**config.mk**
```make
export PLATFORM = sky130hd
export DESIGN_NAME = urv_irq_ctrl_flat
export DESIGN_NICKNAME = d
export VERILOG_FILES = /design/src/rtl/urv_irq_ctrl_pkg.sv /design/src/rtl/urv_irq_ctrl_if.sv /design/src/rtl/urv_irq_sync.sv /design/src/rtl/urv_irq_ctrl.sv /design/src/flat_wrapper.sv
export SDC_FILE = /design/constraint.sdc
export NUM_CORES = 1
export LEC_CHECK = 0
export CAP_MARGIN = 15
export CORE_ASPECT_RATIO = 0.5
export CORE_MARGIN = 2
export CORE_UTILIZATION = 47
export CTS_CLUSTER_DIAMETER = 100
export DETAILED_ROUTE_END_ITERATION = 12
export GPL_TIMING_DRIVEN = 0
export PLACE_DENSITY = 0.8
export SYNTH_ARGS = -nofsm -noshare
export SYNTH_HDL_FRONTEND = slang
export SYNTH_HIERARCHICAL = 1
export SYNTH_SLANG_ARGS = --single-unit
```
**constraint.sdc**
```tcl
create_clock -name clk_i -period 2.15 [get_ports clk_i]
set_input_delay 0.215 -clock clk_i [delete_from_list [all_inputs] [get_ports clk_i]]
set_output_delay 0.215 -clock clk_i [all_outputs]
set_load 0.01 [all_outputs]
```
**src/rtl/urv_irq_ctrl_pkg.sv**
```systemverilog
// Shared constants for the uRV external interrupt aggregator.
// Register word offsets on the 2-bit software bus.
package urv_irq_ctrl_pkg;

    localparam int IRQC_MAX_IRQS = 32;

    typedef enum logic [1:0] {
        IRQC_REG_ENABLE  = 2'd0,
        IRQC_REG_MODE    = 2'd1,
        IRQC_REG_PENDING = 2'd2,
        IRQC_REG_CLAIM   = 2'd3
    } irqc_reg_e;

endpackage

```
**src/rtl/urv_irq_ctrl_if.sv**
```systemverilog
// Register bus between software (master) and the interrupt aggregator (slave).
// Handshake: a single-cycle bus_rd_i or bus_wr_i strobe in cycle T is answered by
// bus_ack_o=1 for exactly one cycle at T+1, with read data valid only while ack is high.
interface urv_irq_ctrl_if;
    logic [1:0]  bus_addr_i;
    logic        bus_wr_i;
    logic        bus_rd_i;
    logic [31:0] bus_data_i;
    logic [31:0] bus_data_o;
    logic        bus_ack_o;

    modport master (
        output bus_addr_i, bus_wr_i, bus_rd_i, bus_data_i,
        input  bus_data_o, bus_ack_o
    );

    modport slave (
        input  bus_addr_i, bus_wr_i, bus_rd_i, bus_data_i,
        output bus_data_o, bus_ack_o
    );
endinterface

```
**src/rtl/urv_irq_sync.sv**
```systemverilog
// Two-flop synchroniser for one asynchronous interrupt line, plus a delay flop
// so the synchronised value can be edge-detected.
module urv_irq_sync (
    input  logic clk_i,
    input  logic rst_i,
    input  logic async_i,
    output logic sync_o,
    output logic rise_o
);
    logic meta_q;
    logic sync_q;
    logic dly_q;

    always_ff @(posedge clk_i) begin
        if (rst_i) begin
            meta_q <= 1'b0;
            sync_q <= 1'b0;
            dly_q  <= 1'b0;
        end else begin
            meta_q <= async_i;
            sync_q <= meta_q;
            dly_q  <= sync_q;
        end
    end

    assign sync_o = sync_q;
    assign rise_o = sync_q & ~dly_q;
endmodule

```
**src/rtl/urv_irq_ctrl.sv**
```systemverilog
// External interrupt aggregator: per-line edge/level pending state, enable mask,
// priority claim and a single registered request to the core.
module urv_irq_ctrl
    import urv_irq_ctrl_pkg::*;
#(
    parameter int G_NUM_IRQS = 8
) (
    input  logic                  clk_i,
    input  logic                  rst_i,
    input  logic [G_NUM_IRQS-1:0] irq_i,
    urv_irq_ctrl_if.slave         bus,
    output logic                  irq_o
);
    localparam int N = G_NUM_IRQS;

    logic [N-1:0] s, rise;
    logic [N-1:0] enable_q, enable_d;
    logic [N-1:0] mode_q, mode_d;
    logic [N-1:0] pending_q, pending_d;
    logic [N-1:0] active, clr;
    logic [31:0]  data_q, data_d;
    logic         ack_q, irq_q;
    logic         do_wr, do_rd;
    logic [5:0]   claim;
    logic         unused_data;

    // Lowest index wins, so scan downwards and let later hits overwrite.
    function automatic logic [5:0] claim_id(input logic [N-1:0] act);
        claim_id = 6'd0;
        for (int i = N - 1; i >= 0; i--) begin
            if (act[i]) claim_id = 6'(i + 1);
        end
    endfunction

    for (genvar g = 0; g < N; g++) begin : g_sync
        urv_irq_sync u_sync (
            .clk_i  (clk_i),
            .rst_i  (rst_i),
            .async_i(irq_i[g]),
            .sync_o (s[g]),
            .rise_o (rise[g])
        );
    end

    assign unused_data = ^bus.bus_data_i;

    always_comb begin
        do_wr     = bus.bus_wr_i;
        do_rd     = bus.bus_rd_i & ~bus.bus_wr_i;
        active    = pending_q & enable_q;
        claim     = claim_id(active);
        enable_d  = enable_q;
        mode_d    = mode_q;
        clr       = '0;
        data_d    = 32'd0;
        if (do_wr) begin
            case (bus.bus_addr_i)
                IRQC_REG_ENABLE:  enable_d = bus.bus_data_i[N-1:0];
                IRQC_REG_MODE:    mode_d   = bus.bus_data_i[N-1:0];
                IRQC_REG_PENDING: clr      = bus.bus_data_i[N-1:0];
                default:          ;
            endcase
        end
        if (do_rd) begin
            case (bus.bus_addr_i)
                IRQC_REG_ENABLE:  data_d = 32'(enable_q);
                IRQC_REG_MODE:    data_d = 32'(mode_q);
                IRQC_REG_PENDING: data_d = 32'(pending_q);
                default: begin
                    data_d = 32'(claim);
                    if (claim != 6'd0) clr = N'(1) << (claim - 6'd1);
                end
            endcase
        end
        // Edge bits latch with set-over-clear; level bits just follow the line.
        pending_d = (mode_q & ((pending_q & ~clr) | rise)) | (~mode_q & s);
    end

    always_ff @(posedge clk_i) begin
        if (rst_i) begin
            enable_q  <= '0;
            mode_q    <= '0;
            pending_q <= '0;
            data_q    <= 32'd0;
            ack_q     <= 1'b0;
            irq_q     <= 1'b0;
        end else begin
            enable_q  <= enable_d;
            mode_q    <= mode_d;
            pending_q <= pending_d;
            data_q    <= data_d;
            ack_q     <= bus.bus_rd_i | bus.bus_wr_i;
            irq_q     <= |active;
        end
    end

    assign bus.bus_data_o = data_q;
    assign bus.bus_ack_o  = ack_q;
    assign irq_o          = irq_q;
endmodule

```
**src/flat_wrapper.sv**
```systemverilog
// flat-port wrapper written by rule: the top's interface ports become plain ports
module urv_irq_ctrl_flat import urv_irq_ctrl_pkg::*;
#(
    parameter int G_NUM_IRQS = 8
)
  (clk_i, rst_i, irq_i, irq_o, bus_bus_addr_i, bus_bus_wr_i, bus_bus_rd_i, bus_bus_data_i, bus_bus_data_o, bus_bus_ack_o);
  urv_irq_ctrl_if bus_i ();
  input  logic clk_i;
  input  logic rst_i;
  input  logic [G_NUM_IRQS-1:0] irq_i;
  output logic irq_o;
  input wire logic [$bits(bus_i.bus_addr_i)-1:0] bus_bus_addr_i;
  input wire logic [$bits(bus_i.bus_wr_i)-1:0] bus_bus_wr_i;
  input wire logic [$bits(bus_i.bus_rd_i)-1:0] bus_bus_rd_i;
  input wire logic [$bits(bus_i.bus_data_i)-1:0] bus_bus_data_i;
  output wire logic [$bits(bus_i.bus_data_o)-1:0] bus_bus_data_o;
  output wire logic [$bits(bus_i.bus_ack_o)-1:0] bus_bus_ack_o;
  assign bus_i.bus_addr_i = bus_bus_addr_i;
  assign bus_i.bus_wr_i = bus_bus_wr_i;
  assign bus_i.bus_rd_i = bus_bus_rd_i;
  assign bus_i.bus_data_i = bus_bus_data_i;
  assign bus_bus_data_o = bus_i.bus_data_o;
  assign bus_bus_ack_o = bus_i.bus_ack_o;
  urv_irq_ctrl #(.G_NUM_IRQS(G_NUM_IRQS)) u_core (.clk_i(clk_i), .rst_i(rst_i), .irq_i(irq_i), .bus(bus_i), .irq_o(irq_o));
endmodule
```
==> metrics <==
cts bufs inserted 9; pre-CTS WS -447 ps; CP startpoint u_core/pending_q[3]; CP max stage delay between 300 and 400 ps; reg2reg setup slack -7 ps; switching pwr roughly 610 uW; switching part of the total 0.224; Synth Cell Area 0.00266 sq mm; total global routing overflow 0; layout cells sized above 1 0.230; Final Max Slew Viols 0; R2R Path Start u_core/pending_q[3]; kind of critical path reg -> reg; cells after synthesis 275; vias in the first global route between 2,000 and 2,500; Ports 80; count leader, synth dfxtp_1; Post-synth top flop dfxtp_1; Antenna Violating Nets Remaining 0; Tcrit/Tclk final 1.00; area of the multi-input gates about 0.0014 sq mm; critical-path cell list and2_4 > a22o_1 > o21ai_4 > inv_4 > ha_4 > clkinvlp_4 > buf_4 > nor4_4 > o22ai_1; total negative slack -6.59 ps; Pre-antenna DRT Iters 4; number of flops mapped to enable cells by yosys 0; Rel. slew slack 0.292; H-Tree Depth 3; final WL between 6000 and 7000 microns; Int Pwr around 2.1 mW; clock transition at the registers of the reported paths roughly 50 ps; Die Wd 110 microns; fillers around 440; yosys warns 6; total power 2.72 mW; Critical Path Start Type register; pin count of the biggest net entering global routing 29; Synth top area share 0.436; cell count after placement around 400; hpwl dp 4310 microns; sequential fraction of design power 0.419; worst slew pin tran roughly 1100 ps; flop and latch count out of synthesis between 50 and 60; status finished, violations left; async set-or-reset flop fraction in the synthesized netlist 0; # clock sinks 58; Core Rows 19; # diodes 0; initial core utilization 0.487; initial DRC count around 110; global-route wire length before repair between 10,000 and 15,000 microns; antenna violations before repair 0; cell taking the most area after synthesis dfxtp_1; Hold Crit Class in -> reg; syn_area_per_cell between 9 and 10 sq um; power per cell area 755 mW/mm^2; post-layout min period 2160 ps; Reg area roughly 0.0012 sq mm; Final setup viols 1; maximum vdd drop between 400 and 500 uV; largest cells by area after synthesis dfxtp_1 44%, mux2i_1 9.8%, nor2b_1 7.3%, buf_4 6.8%, nor2_1 3.9%; Critical Path RT roughly 2300 ps; Clock Path Buffers 2; Area Overhead vs Synth 35.5%; fin nets 395; DR vias/cell roughly 5.2; CTS root buf clkbuf_16; average routed wire per standard cell approximately 16 microns; Max FO, Critical Path 5; Placer Congestion just over 0.9; Core ar. around 0.0055 sq mm; Slowest cell on crit path dfxtp_2; Final Hold Fails 0; Lkg Pwr between 1.5 and 2 nW; Commonest cells post-synth 58 x dfxtp_1, 31 x nor2b_1, 28 x nor2_1; critical path endpoint category register; Unique masters post-synth 48; clk_lat worst skew between 300 and 400 ps; hold bufs inserted after CTS 0; Layout Cells excl Fill about 430; Hold Worst Slack around 370 ps; Setup Skew 4.15 ps; DRC Markers 0; die area ~0.0063 sq mm; die height approximately 57 microns; Max-Cap Viols 0; combinational group share of total power 0.094; total track usage 0.219; fmax approximately 460 MHz; Clk pwr share 0.487; DR vias 2,203; Setup WS post-layout -6.59 ps; PortBufs 30; CTS tree built; failing checks negative setup slack; hold path start bus_bus_addr_i[0]; CP arrival approximately 2300 ps; post-synthesis sequential area ratio 0.436
-- area by class of cell --
type                    count  share of cell area
flip-flops and latches     58               0.324
repair buffers             38               0.103
well taps                  73              0.0253
clock inverters             2             0.00277
inverters                   4             0.00590
multi-input cells         202               0.400
plain buffers              34              0.0628
clock buffers              14              0.0760
-- cells by family (layout without fill, tap and decap cells) --
logic type,after synthesis,in the layout,share of synthesized area
xor gates and xnor gates,1,1,0.00611
adders and majority gates,2,2,0.00940
and+or+nand+nor,105,105,0.226
DFF,58,58,0.436
AOI/OAI and AO/OA,43,43,0.122
other,1,24,0.00141
buffers and inverters,38,92,0.0907
muxes,27,27,0.108
-- worst max-delay path, delay by kind of cell, from the launching register on --
kind / cells / cell delay, ps
AO/OA/AOI/OAI: 3 / 530
flip-flops: 1 / 330
adder cells (fa/ha/maj): 1 / 310
AND/OR/NAND/NOR: 2 / 470
buffers and inverters: 3 / 360
-- metal layers --
metal / wire length (microns) / track usage
met5: 0 / 0
met3: 608 / 0.0744
met1: 2920 / 0.274
met2: 2970 / 0.355
met4: 102 / 0.0893
-- final timing paths --
check,cells past startpoint,to
hold / removal,3,u_core/bus.bus_data_o[1]
setup reg to reg,9,u_core/pending_q[4]
hold reg to reg,1,u_core/g_sync[3].u_sync/sync_o
setup / recovery,9,u_core/pending_q[4]
-- power groups by stage --
| stage | Sequential (mW) | Combinational (mW) | Clock [mW] |
|---|---|---|---|
| floorplan | 1.15 | 0.153 | 0 |
| global placement | 1.16 | 0.234 | 0 |
| detailed placement | 1.16 | 0.239 | 0 |
| CTS | 1.14 | 0.246 | 1.34 |
| global route | 1.14 | 0.276 | 1.40 |
| finish | 1.14 | 0.256 | 1.33 |
-- cells in the final DEF (no fill, tap or decap), types with 2 or more instances in the layout --
master and count:
conb_1 24, or2b_1 2, clkbuf_1 8, buf_1 2
clkbuf_8 3, a311oi_1 5, clkinv_2 2, inv_1 2
buf_4 31, and2b_1 2, clkdlybuf4s50_1 29, a22o_1 3
nor2_1 28, mux2i_1 26, nand2b_1 3, a21oi_1 7
nor2b_1 30, nand2_1 12, a21boi_0 4, a211o_1 3
a211oi_1 4, clkbuf_16 9, dfxtp_4 2, o22ai_1 7
nor2b_2 10, dfxtp_1 55
-- stage by stage --
| stage | area [sq um] | utilization |
|---|---|---|
| finish | 3610 | 0.660 |
| global route | 3610 | 0.660 |
| CTS | 3530 | 0.645 |
| detailed placement | 3140 | 0.574 |
| global placement | 3140 | 0.574 |
| floorplan | 2750 | - |
-- state kept, by name, indices dropped and copies added (netlist names) --
register / cells
u_core/bus.bus_ack_o: 1
u_core/bus.bus_data_o: 8
u_core/enable_q: 8
u_core/g_sync.u_sync/dly_q: 8
u_core/g_sync.u_sync/meta_q: 8
u_core/g_sync.u_sync/sync_o: 8
u_core/irq_o: 1
u_core/mode_q: 8
u_core/pending_q: 8
-- timing repair --
item | 4_1_cts | 5_1_grt
endpoints found under the setup margin | 10 | 8
pin swaps | 3 | 6
gates resized for setup | 12 | 13
setup buffers | 2 | 6
hold endpoints to repair | 0 | 0
(Power assumes the default switching activity.)
